## config.mk

```make
export PLATFORM = sky130hd
export DESIGN_NAME = y_symbol_tx
export DESIGN_NICKNAME = d
export VERILOG_FILES = /design/src/rtl/y_symbol_tx.sv
export SDC_FILE = /design/constraint.sdc
export NUM_CORES = 1
export LEC_CHECK = 0
export CORE_MARGIN = 8
export CORE_UTILIZATION = 49
export CTS_CLUSTER_DIAMETER = 50
export DETAILED_ROUTE_END_ITERATION = 10
export HOLD_SLACK_MARGIN = 0.1
export PLACE_DENSITY = 0.79
export REMOVE_ABC_BUFFERS = 1
export SLEW_MARGIN = 15
export SYNTH_ARGS = -nofsm -noshare
export SYNTH_HDL_FRONTEND = slang
export SYNTH_SLANG_ARGS = --single-unit
```

## constraint.sdc

```tcl
create_clock -name clk -period 2.2 [get_ports clk]
set_input_delay 0.44 -clock clk [delete_from_list [all_inputs] [get_ports clk]]
set_output_delay 0.44 -clock clk [all_outputs]
set_load 0.005 [all_outputs]
```

## src/rtl/y_symbol_tx.sv

```systemverilog
// Y symbol transmitter: captures a packed burst of up to NSYM symbols and
// emits them LSB-first, one per clock, with valid/stall handshake and done pulse.
module y_symbol_tx #(
   parameter int unsigned      NSYM     = 8,
   parameter int unsigned      SW       = 2,
   parameter logic [SW-1:0]    IDLE_SYM = '0
) (
   input  logic                clk,
   input  logic                reset,
   input  logic                start,
   input  logic [NSYM*SW-1:0]  sym_word,
   input  logic [3:0]          sym_count,
   input  logic                pause,
   output logic [SW-1:0]       Y,
   output logic                y_valid,
   output logic [3:0]          sym_idx,
   output logic                busy,
   output logic                done
);

   typedef enum logic [0:0] {
      IDLE = 1'b0,
      SEND = 1'b1
   } state_t;

   localparam logic [3:0] MAX_COUNT = 4'(NSYM);

   state_t               state;
   logic [NSYM*SW-1:0]   pend;
   logic [3:0]           count_q;
   logic [3:0]           count_clamped;
   logic                 last_sym;

   always_comb begin
      count_clamped = (sym_count > MAX_COUNT) ? MAX_COUNT : sym_count;
      last_sym      = ((sym_idx + 4'd1) == count_q);
   end

   // pend holds the not-yet-emitted symbols; the next one is always in its low SW bits.
   always_ff @(posedge clk) begin
      if (reset) begin
         state   <= IDLE;
         pend    <= '0;
         count_q <= '0;
         Y       <= IDLE_SYM;
         y_valid <= 1'b0;
         sym_idx <= '0;
         busy    <= 1'b0;
         done    <= 1'b0;
      end else begin
         case (state)
            IDLE: begin
               Y       <= IDLE_SYM;
               y_valid <= 1'b0;
               sym_idx <= '0;
               busy    <= 1'b0;
               done    <= 1'b0;
               if (start) begin
                  if (count_clamped != 4'd0) begin
                     state   <= SEND;
                     pend    <= sym_word >> SW;
                     count_q <= count_clamped;
                     Y       <= sym_word[SW-1:0];
                     y_valid <= 1'b1;
                     busy    <= 1'b1;
                  end else begin
                     done    <= 1'b1;
                  end
               end
            end
            SEND: begin
               done <= 1'b0;
               if (!pause) begin
                  if (last_sym) begin
                     state   <= IDLE;
                     Y       <= IDLE_SYM;
                     y_valid <= 1'b0;
                     sym_idx <= '0;
                     busy    <= 1'b0;
                     done    <= 1'b1;
                  end else begin
                     sym_idx <= sym_idx + 4'd1;
                     Y       <= pend[SW-1:0];
                     pend    <= pend >> SW;
                  end
               end
            end
            default: state <= IDLE;
         endcase
      end
   end

endmodule

```

# ---- Word level (Yosys, flattened, before mapping)
# Cells that the tools add are included.
dict set report classes {
  n_addsub 1
  bitwise 1
  n_eq_ne 6
  n_reduce_logical 4
  order_cmp 1
  n_mux 27
}
# cell n
set op_table {}
lappend op_table {{2-to-1 mux 16 bit} 4}
lappend op_table {{case mux 16 bit (2 select lines)} 1}
lappend op_table {{2-to-1 mux 4 bit} 3}
lappend op_table {{2-to-1 mux 1 bit} 10}
lappend op_table {{2-to-1 mux 2 bit} 4}
lappend op_table {{inequality test 2 bit (second input constant)} 4}
lappend op_table {{case mux 4 bit (2 select lines)} 1}
lappend op_table {{case mux 1 bit (2 select lines)} 3}
lappend op_table {{adder 4 x 1 -> 4 bit (second input constant)} 1}
lappend op_table {{equality test 4 bit} 1}
lappend op_table {{> comparator 4 bit (second input constant)} 1}
lappend op_table {{case mux 2 bit (2 select lines)} 1}
lappend op_table {{AND reduction 4 bit} 1}
lappend op_table {{nonzero test 4 bit} 1}
lappend op_table {{AND reduction 3 bit} 1}
lappend op_table {{inequality test 2 x 1 -> 1 bit (second input constant)} 1}
lappend op_table {{AND reduction 2 bit} 1}
lappend op_table {{inverter 1 bit} 1}
dict set report totals {
  register_bits 29
  output_inout_bits 9
}

# ---- Logic depth before layout (Yosys ltp)
# Gate-level depths: netlist (run 1).
dict set report logic_depth {
  ltp_word 6
  mapped_depth 7
  mapped_depth_nobuf 6
}

# ---- Worst setup path before layout (run 1)
# No wires, ideal clock.
dict set report synth_path {
  path_type {register -> register}
  startpoint {register sym_idx[0]}
  endpoint {register pend[10]}
  setup_slack_ps 370
  path_stages_with_launch 8
  arrival_time_ps 1690
  synth_period_minus_slack_ps 1830
  cell_sequence {dfxtp_1 > ha_1 > xor2_1 > nor3_2 > nand2_2 > a21oi_4 > buf_12 > a211oi_2}
}
dict set report synth_via {
  elab_chain_len 4
}
# element line_no
set synth_rtl {}
lappend synth_rtl {{start, declared} 16} ;# output logic [3:0] sym_idx,
lappend synth_rtl {{start signal, assigned} 82} ;# sym_idx <= sym_idx + 4'd1;
lappend synth_rtl {{adder 4 x 1 -> 4 bit} 36} ;# last_sym = ((sym_idx + 4'd1) == count_q);
lappend synth_rtl {{equality test 4 bit} 36}
lappend synth_rtl {{inequality test 2 bit (no line)} --}
lappend synth_rtl {{AND reduction 4 bit (no line)} --}
lappend synth_rtl {{end signal, assigned} 61} ;# pend <= sym_word >> SW;
lappend synth_rtl {{end signal, assigned} 84} ;# pend <= pend >> SW;
lappend synth_rtl {{end, declared} 29} ;# logic [NSYM*SW-1:0] pend;
# Every way passes these cells.
# A chain may end at the register's enable or synchronous reset.

# ---- Worst setup path in the final report (run 1)
dict set report layout_path {
  startpoint {register sym_idx[1]}
  endpoint {register pend[0]}
}
# The elaborated chain is that of the path after synthesis.

==> results.md, run 1 <==
* Outcome: completed
* Sw frac at 30.2%
* Inserted Clock Buffers at 3
* Total routed wirelength at 3310 um
* CP Data Required Time at 2.45 ns
* Worst setup SP type: flip-flop
* Most frequent cell after synthesis: dfxtp_1
* Worst-path fanout max at 12
* Critical hold path startpoint: pend[5]
* Hold depth at 2
* Hold worst-path end: pend[5]
* Cells after Synth at 152
* Largest net degree at the start of global routing at 21
* Clk sinks at 27
* Met1 usage at 14.8%
* Area leader, netlist: dfxtp_1
* Syn-to-layout area delta at 27.2%
* IO Count at 33
* Avg Vias per Cell at 5.69
* Final period utilization at 89.7%
* Final Max Slew Viols at 0
* Avg WL per Cell at 15.3 um
* Top cells by count, synth: dfxtp_1, a221oi_1, inv_1, nor2b_1, a211oi_2
* Top_reg_cell synth: dfxtp_1
* Reg power frac at 52.2%
* Syn avg cell area at 9.34 um^2
* Final setup fails at 0
* # DRC at 0
* Slew Limit Headroom at 70.6%
* Leakage at 0.663 nW
* Starting density of the core at 51.5%
* Diodes inserted at 0
* Vias in the first global route at 1,234
* GRT overflow at 0
* Final Skew at 0.00668 ns
* Net total in the final layout at 212
* Worst r2r path cells at 6
* Routed Antenna Nets at 0
* Met3 Resource Use GR at 2.86%
* Clock share of power at 20.1%
* Initial antenna violation count at 0
* Crit Reg-Reg Endpoint: pend[0]
* Setup_tns at 0 ns
* Synth top area cells: dfxtp_1, a211oi_2, a221oi_1, nor2b_1, inv_1
* Register Area at 541 um^2
* First-pass GRT wire length at 5600 um
* DRT Pass-1 Iters at 4
* Synth top area share at 38.1%
* Vias at 1,235
* WP data arrival at 2.22 ns
* Netlist Area Pre-Place at 0.00142 mm^2
* Crit path capture type: flip-flop
* Seq/Total Area, Yosys at 38.1%
* R2R Setup Slk at 0.23 ns
* Rows at 19
* Worst Setup Slack, final at 0.226 ns
* Area of the multi-input gates at 747 um^2
* IO buf count at 32
* Die footprint at 0.00488 mm^2
* CTS tree: built
* Hold Fails Final Rpt at 0
* Most Used Layer, Global Route: met2
* Critical path class: flip-flop to flip-flop
* Clock transition at path regs at 0.15 ns
* Yosys reg bits at 27
* Slew @ Worst Pin at 0.440 ns
* Pwr Density at 601 mW/mm^2
* Cts hold-fix bufs at 0
* Die Y at 69.8 um
* Tot Pwr at 1.09 mW
* YS warnings at 0
* RSZ-0062 raised after global routing: false
* Final GP Congestion at 0.789
* Met2 Use GR at 24.5%
* Async set-reset flop share out of synthesis at 0%
* Hold WS at 0.478 ns
* Placed Instances at 213
* Clock buffer depth at 2
* Worst slack, placed at 0.0277 ns
* Clock latency on the worst-skew pair at 0.33 ns
* EDFF count, synth at 0
* Fmax at 0.507 GHz
* Core footprint at 0.00276 mm^2
* Layout Cells excl Fill at 217
* Post-DP HPWL at 2550 um
* Hold/Removal Path Class: flip-flop to flip-flop
* Layout cells sized above 1 at 17.2%
* Psw at 0.327 mW
* R2r startpoint: sym_idx[1]
* Fillers at 244
* Int Power at 0.758 mW
* Minimum clock period at 1.97 ns
* Detailed Route Iter0 Violations at 63
* Max-cap viol count at 0
* Gate power share at 27.7%
* CTS H-tree depth at 1
* Clock Root Buffer: clkbuf_4
* Unique masters post-synth at 38
* Die W at 69.8 um
* Maximum VDD drop at 0.597 mV
* Gr usage total at 13.6%
flip-flops by register name, summed over array words and instances (netlist names):
signal / flops
pend: 14
done: 1
Y: 2
sym_idx: 4
busy: 1
state: 1
count_q: 4
worst max-delay path, stage by stage, from the launching register on:
cell      delay [ns]
dfxtp_1         0.36
ha_1            0.33
xor2_1          0.18
nor3_2          0.31
a21bo_2         0.36
a221oi_1        0.12
a211oi_1        0.24
area by class of cell:
type                    count  area share, %
multi-input cells         100           41.3
flip-flops and latches     27           29.9
repair buffers             41           22.2
inverters                  14           2.91
well taps                  31           2.15
clock buffers               3           1.25
clock inverters             1          0.277
worst max path at each step:
stage / startpoint / end / slack [ns]
final: sym_idx[1] / pend[0] / 0.23
after global routing: sym_idx[1] / pend[0] / 0.11
after CTS: sym_idx[1] / pend[10] / 0.13
after detailed placement: sym_count[2] / Y[1] / 0.03
after global placement: sym_count[2] / pend[3] / 0.10
after floorplan: state / pend[10] / 0.26
per-stage QoR:
stage	area (um^2)	util, %
floorplan	1340	-
global placement	1780	64.5
finish	1810	65.5
global route	1810	65.5
CTS	1810	65.5
detailed placement	1780	64.5
timing repair:
action                                  CTS  global route
buffers inserted                          0             0
endpoints found under the setup margin    0             2
gates resized for setup                   0             1
hold endpoints to repair                  0             0
routing by layer:
| layer | share of wire [%] | wire length (um) | vias to the layer above |
|---|---|---|---|
| li1 | - | - | 622 |
| met1 | 43 | 1420 | 581 |
| met2 | 51 | 1690 | 28 |
| met3 | 4.6 | 152 | 4 |
| met4 | 1.3 | 43 | 0 |
| met5 | 0 | 0 | - |
cell usage in the layout, fill, tap and decap left out, types with 2 or more instances in the layout:
cell,netlist,routed
nand2_1,7,7
a221oi_1,14,14
nand2_2,2,2
nor2b_1,14,14
and3_1,2,2
inv_1,14,14
nor4_1,2,2
xnor2_1,3,3
dfxtp_1,27,27
a211oi_2,10,10
a31o_2,2,2
a21oi_1,9,9
nand3_1,2,2
nor3b_1,3,3
buf_4,1,8
nor2_1,9,9
clkbuf_4,0,3
a22oi_1,2,2
clkdlybuf4s50_1,0,32
a211oi_1,2,2
o22ai_1,2,2
cells by family after synthesis:
group / Yosys count / share of synthesized area [%]
and+or+nand+nor: 48 / 19.2
AOI/OAI and AO/OA: 46 / 28.4
DFF: 27 / 38.1
adders and majority gates: 1 / 0.881
xor gates and xnor gates: 5 / 4.14
buffers and inverters: 25 / 9.34
power by group through the flow:
stage | Clock [mW] | Sequential (mW) | Combinational [mW]
finish | 0.218 | 0.566 | 0.301
global route | 0.234 | 0.572 | 0.330
CTS | 0.220 | 0.566 | 0.303
detailed placement | 0 | 0.577 | 0.301
global placement | 0 | 0.574 | 0.288
floorplan | 0 | 0.578 | 0.161
(Power assumes the default switching activity.)
==> run 2, diff against run 1 <==
--- a/config.mk
+++ b/config.mk
@@ -6,11 +6,11 @@
 export NUM_CORES = 1
 export LEC_CHECK = 0
 export CORE_MARGIN = 8
-export CORE_UTILIZATION = 49
+export CORE_UTILIZATION = 53
 export CTS_CLUSTER_DIAMETER = 50
 export DETAILED_ROUTE_END_ITERATION = 10
 export HOLD_SLACK_MARGIN = 0.1
-export PLACE_DENSITY = 0.79
+export PLACE_DENSITY = 0.84
 export REMOVE_ABC_BUFFERS = 1
 export SLEW_MARGIN = 15
 export SYNTH_ARGS = -nofsm -noshare
==> constraint.sdc (replaced) <==
create_clock -name clk -period 2.3 [get_ports clk]
set_input_delay 0.46 -clock clk [delete_from_list [all_inputs] [get_ports clk]]
set_output_delay 0.46 -clock clk [all_outputs]
set_load 0.005 [all_outputs]
==> run 2 against run 1 <==
Combinational power decreased by 5%; register-to-register slack improved by 0.06 ns; highest routed layer unchanged; maximum frequency decreased by 2.0%; sequential power decreased by 4.9%; design area decreased by 0.90%; worst setup slack improved by 0.060 ns; critical endpoint is now pend[4].
==> results.md, run 2 (same netlist as run 1, synthesis figures left out) <==
* Fmax at 0.497 GHz (-2.0%)
* Setup Buffers After CTS at 0 (unchanged)
* Clock transition at path regs at 0.14 ns (about the same)
* Worst Setup Slack, final at 0.286 ns (+0.0605 ns)
* Starting density of the core at 56.8% (+5.3 points)
* Final GP Congestion at 0.803 (+1.8%)
* Largest net degree at the start of global routing at 28 (+33%)
* First-pass GRT wire length at 5630 um (+0.63%)
* Vias in the first global route at 1,280 (+3.7%)
* Rows at 18 (-1)
* Maximum VDD drop at 0.568 mV (-4.8%)
* Crit-path max cell delay at 0.41 ns (+0.05 ns)
* WP data arrival at 2.27 ns (+0.05 ns)
* DRT Pass-1 Iters at 4 (unchanged)
* Minimum clock period at 2.01 ns (+0.0395 ns)
* Crit path cell chain: ha_1 -> xor2_1 -> nor3_2 -> a21bo_1 -> a221oi_1 -> a211oi_2
* Most common cell after layout, fill and taps aside: clkdlybuf4s50_1
* Net total in the final layout at 210 (-0.94%)
* Commonest non-fill, non-tap cells in the layout: clkdlybuf4s50_1, dfxtp_1, inv_1, nor2b_1, a221oi_1
* Final period utilization at 87.6% (-2.2 points)
* Placed Instances at 210 (-1.4%)
* Clock Root Buffer: clkbuf_4
* Layout cells sized above 1 at 15.8% (-1.4 points)
* Clk sinks at 27 (unchanged)
* CP Data Required Time at 2.56 ns (+0.11 ns)
* Avg Vias per Cell at 5.88 (+3.3%)
* IO buf count at 32 (unchanged)
* Detailed Route Iter0 Violations at 88 (+40%)
* Final setup fails at 0 (unchanged)
* Pwr Density at 575 mW/mm^2 (-4.2%)
* Worst setup SP type: flip-flop
* Max-cap viol count at 0 (unchanged)
* Syn-to-layout area delta at 26.1%
* Worst slack, placed at 0.0997 ns (+0.0720 ns)
* IO Count at 33 (unchanged)
* Post-cts sizing count at 0 (unchanged)
* RSZ-0062 raised after global routing: false
* Top reg by flops: pend
* Hold/Removal Path Class: flip-flop to flip-flop
* Gr usage total at 15.4% (+1.9 points)
* Final Skew at 0.00344 ns (-0.00324 ns)
* Crit path capture type: flip-flop
* Post-DP HPWL at 2510 um (-1.7%)
* Outcome: completed
* Cts hold-fix bufs at 0 (unchanged)
* Critical path class: flip-flop to flip-flop
* Leakage at 0.655 nW (-1.3%)
* Largest register FFs at 14 (unchanged)
* Inserted Clock Buffers at 3 (unchanged)
* Routed Antenna Nets at 0 (unchanged)
* Top Registers: pend: 14 flops, count_q: 4 flops, sym_idx: 4 flops
* Worst setup startpoint: sym_idx[1]
* Die W at 67.8 um (-3.0%)
* Setup_tns at 0 ns (unchanged)
* R2r startpoint: sym_idx[1]
* Core footprint at 0.00250 mm^2 (-9.3%)
* Critical hold path startpoint: pend[10]
* Final Max Slew Viols at 0 (unchanged)
* CTS H-tree depth at 1 (unchanged)
* Clock buffer depth at 2 (unchanged)
* Vias at 1,258 (+1.9%)
* # DRC at 0 (unchanged)
* Initial antenna violation count at 0 (unchanged)
* Clock latency on the worst-skew pair at 0.33 ns (about the same)
* GRT overflow at 0 (unchanged)
* Crit-path slowest cell: dfxtp_1
* Layout Cells excl Fill at 214 (-1.4%)
* Die Y at 67.8 um (-3.0%)
* Slew Limit Headroom at 71.2% (+0.55 points)
* Worst-path fanout max at 12 (unchanged)
* Avg WL per Cell at 15.7 um (+2.7%)
* Slew @ Worst Pin at 0.422 ns (-0.0186 ns)
* Die footprint at 0.00459 mm^2 (-5.8%)
* Hold Fails Final Rpt at 0 (unchanged)
* Diodes inserted at 0 (unchanged)
* CTS tree: built
* Total routed wirelength at 3350 um (+1.2%)
-- run 2: cell count changes in the layout (fill, tap and decap cells not counted) --
cell     previous run  this run
a21bo_2             1         0
buf_4               8         6
a21bo_1             0         1
-- run 2: area by class of cell --
type / instances / area, um^2
Tap cell: 30 / 37.5
Clock inverter: 1 / 5.00
Inverter: 14 / 52.6
Sequential cell: 27 / 541
Fill cell: 201 / 709
Multi-Input combinational cell: 100 / 747
Clock buffer: 3 / 22.5
Timing Repair Buffer: 39 / 385
-- run 2: path summary, 6_finish.rpt --
kind / to / slack, ns / cells after the start
worst max-delay path: pend[4] / 0.29 / 6
worst min-delay path: pend[10] / 0.48 / 2
worst max register to register: pend[4] / 0.29 / 6
worst min register to register: pend[10] / 0.48 / 2
-- run 2: metal layers --
layer,vias to the layer above,track usage (%),part of all wire (%)
met5,-,0,0
met4,0,5.48,1.1
met3,4,4.64,5.5
met2,35,26.2,52
met1,604,17.9,42
li1,615,-,-
-- run 2: critical path, delay by kind of cell, from the launching register on --
kind            cells  cell delay (ns)
compound gates      3             0.79
xor+xnor            1             0.16
fa+ha+maj           1             0.28
flops               1             0.41
simple gates        1             0.32
-- run 2: stage by stage --
| step | power [mW] | area, um^2 | utilization (%) | hold slack (ns) |
|---|---|---|---|---|
| after CTS | 1.04 | 1790 | 71.6 | 0.478 |
| after detailed placement | 0.834 | 1760 | 70.5 | 0.458 |
| after floorplan | 0.707 | 1340 | - | 0.425 |
| final | 1.03 | 1790 | 71.6 | 0.479 |
| after global placement | 0.821 | 1760 | 70.5 | 0.450 |
| after global routing | 1.09 | 1790 | 71.6 | 0.497 |
-- run 2: power by group --
part / switching, mW / internal (mW) / total, mW
Sequential: 0.0273 / 0.511 / 0.538
Combinational: 0.140 / 0.145 / 0.286
Clock: 0.141 / 0.0654 / 0.207
Total: 0.309 / 0.722 / 1.03
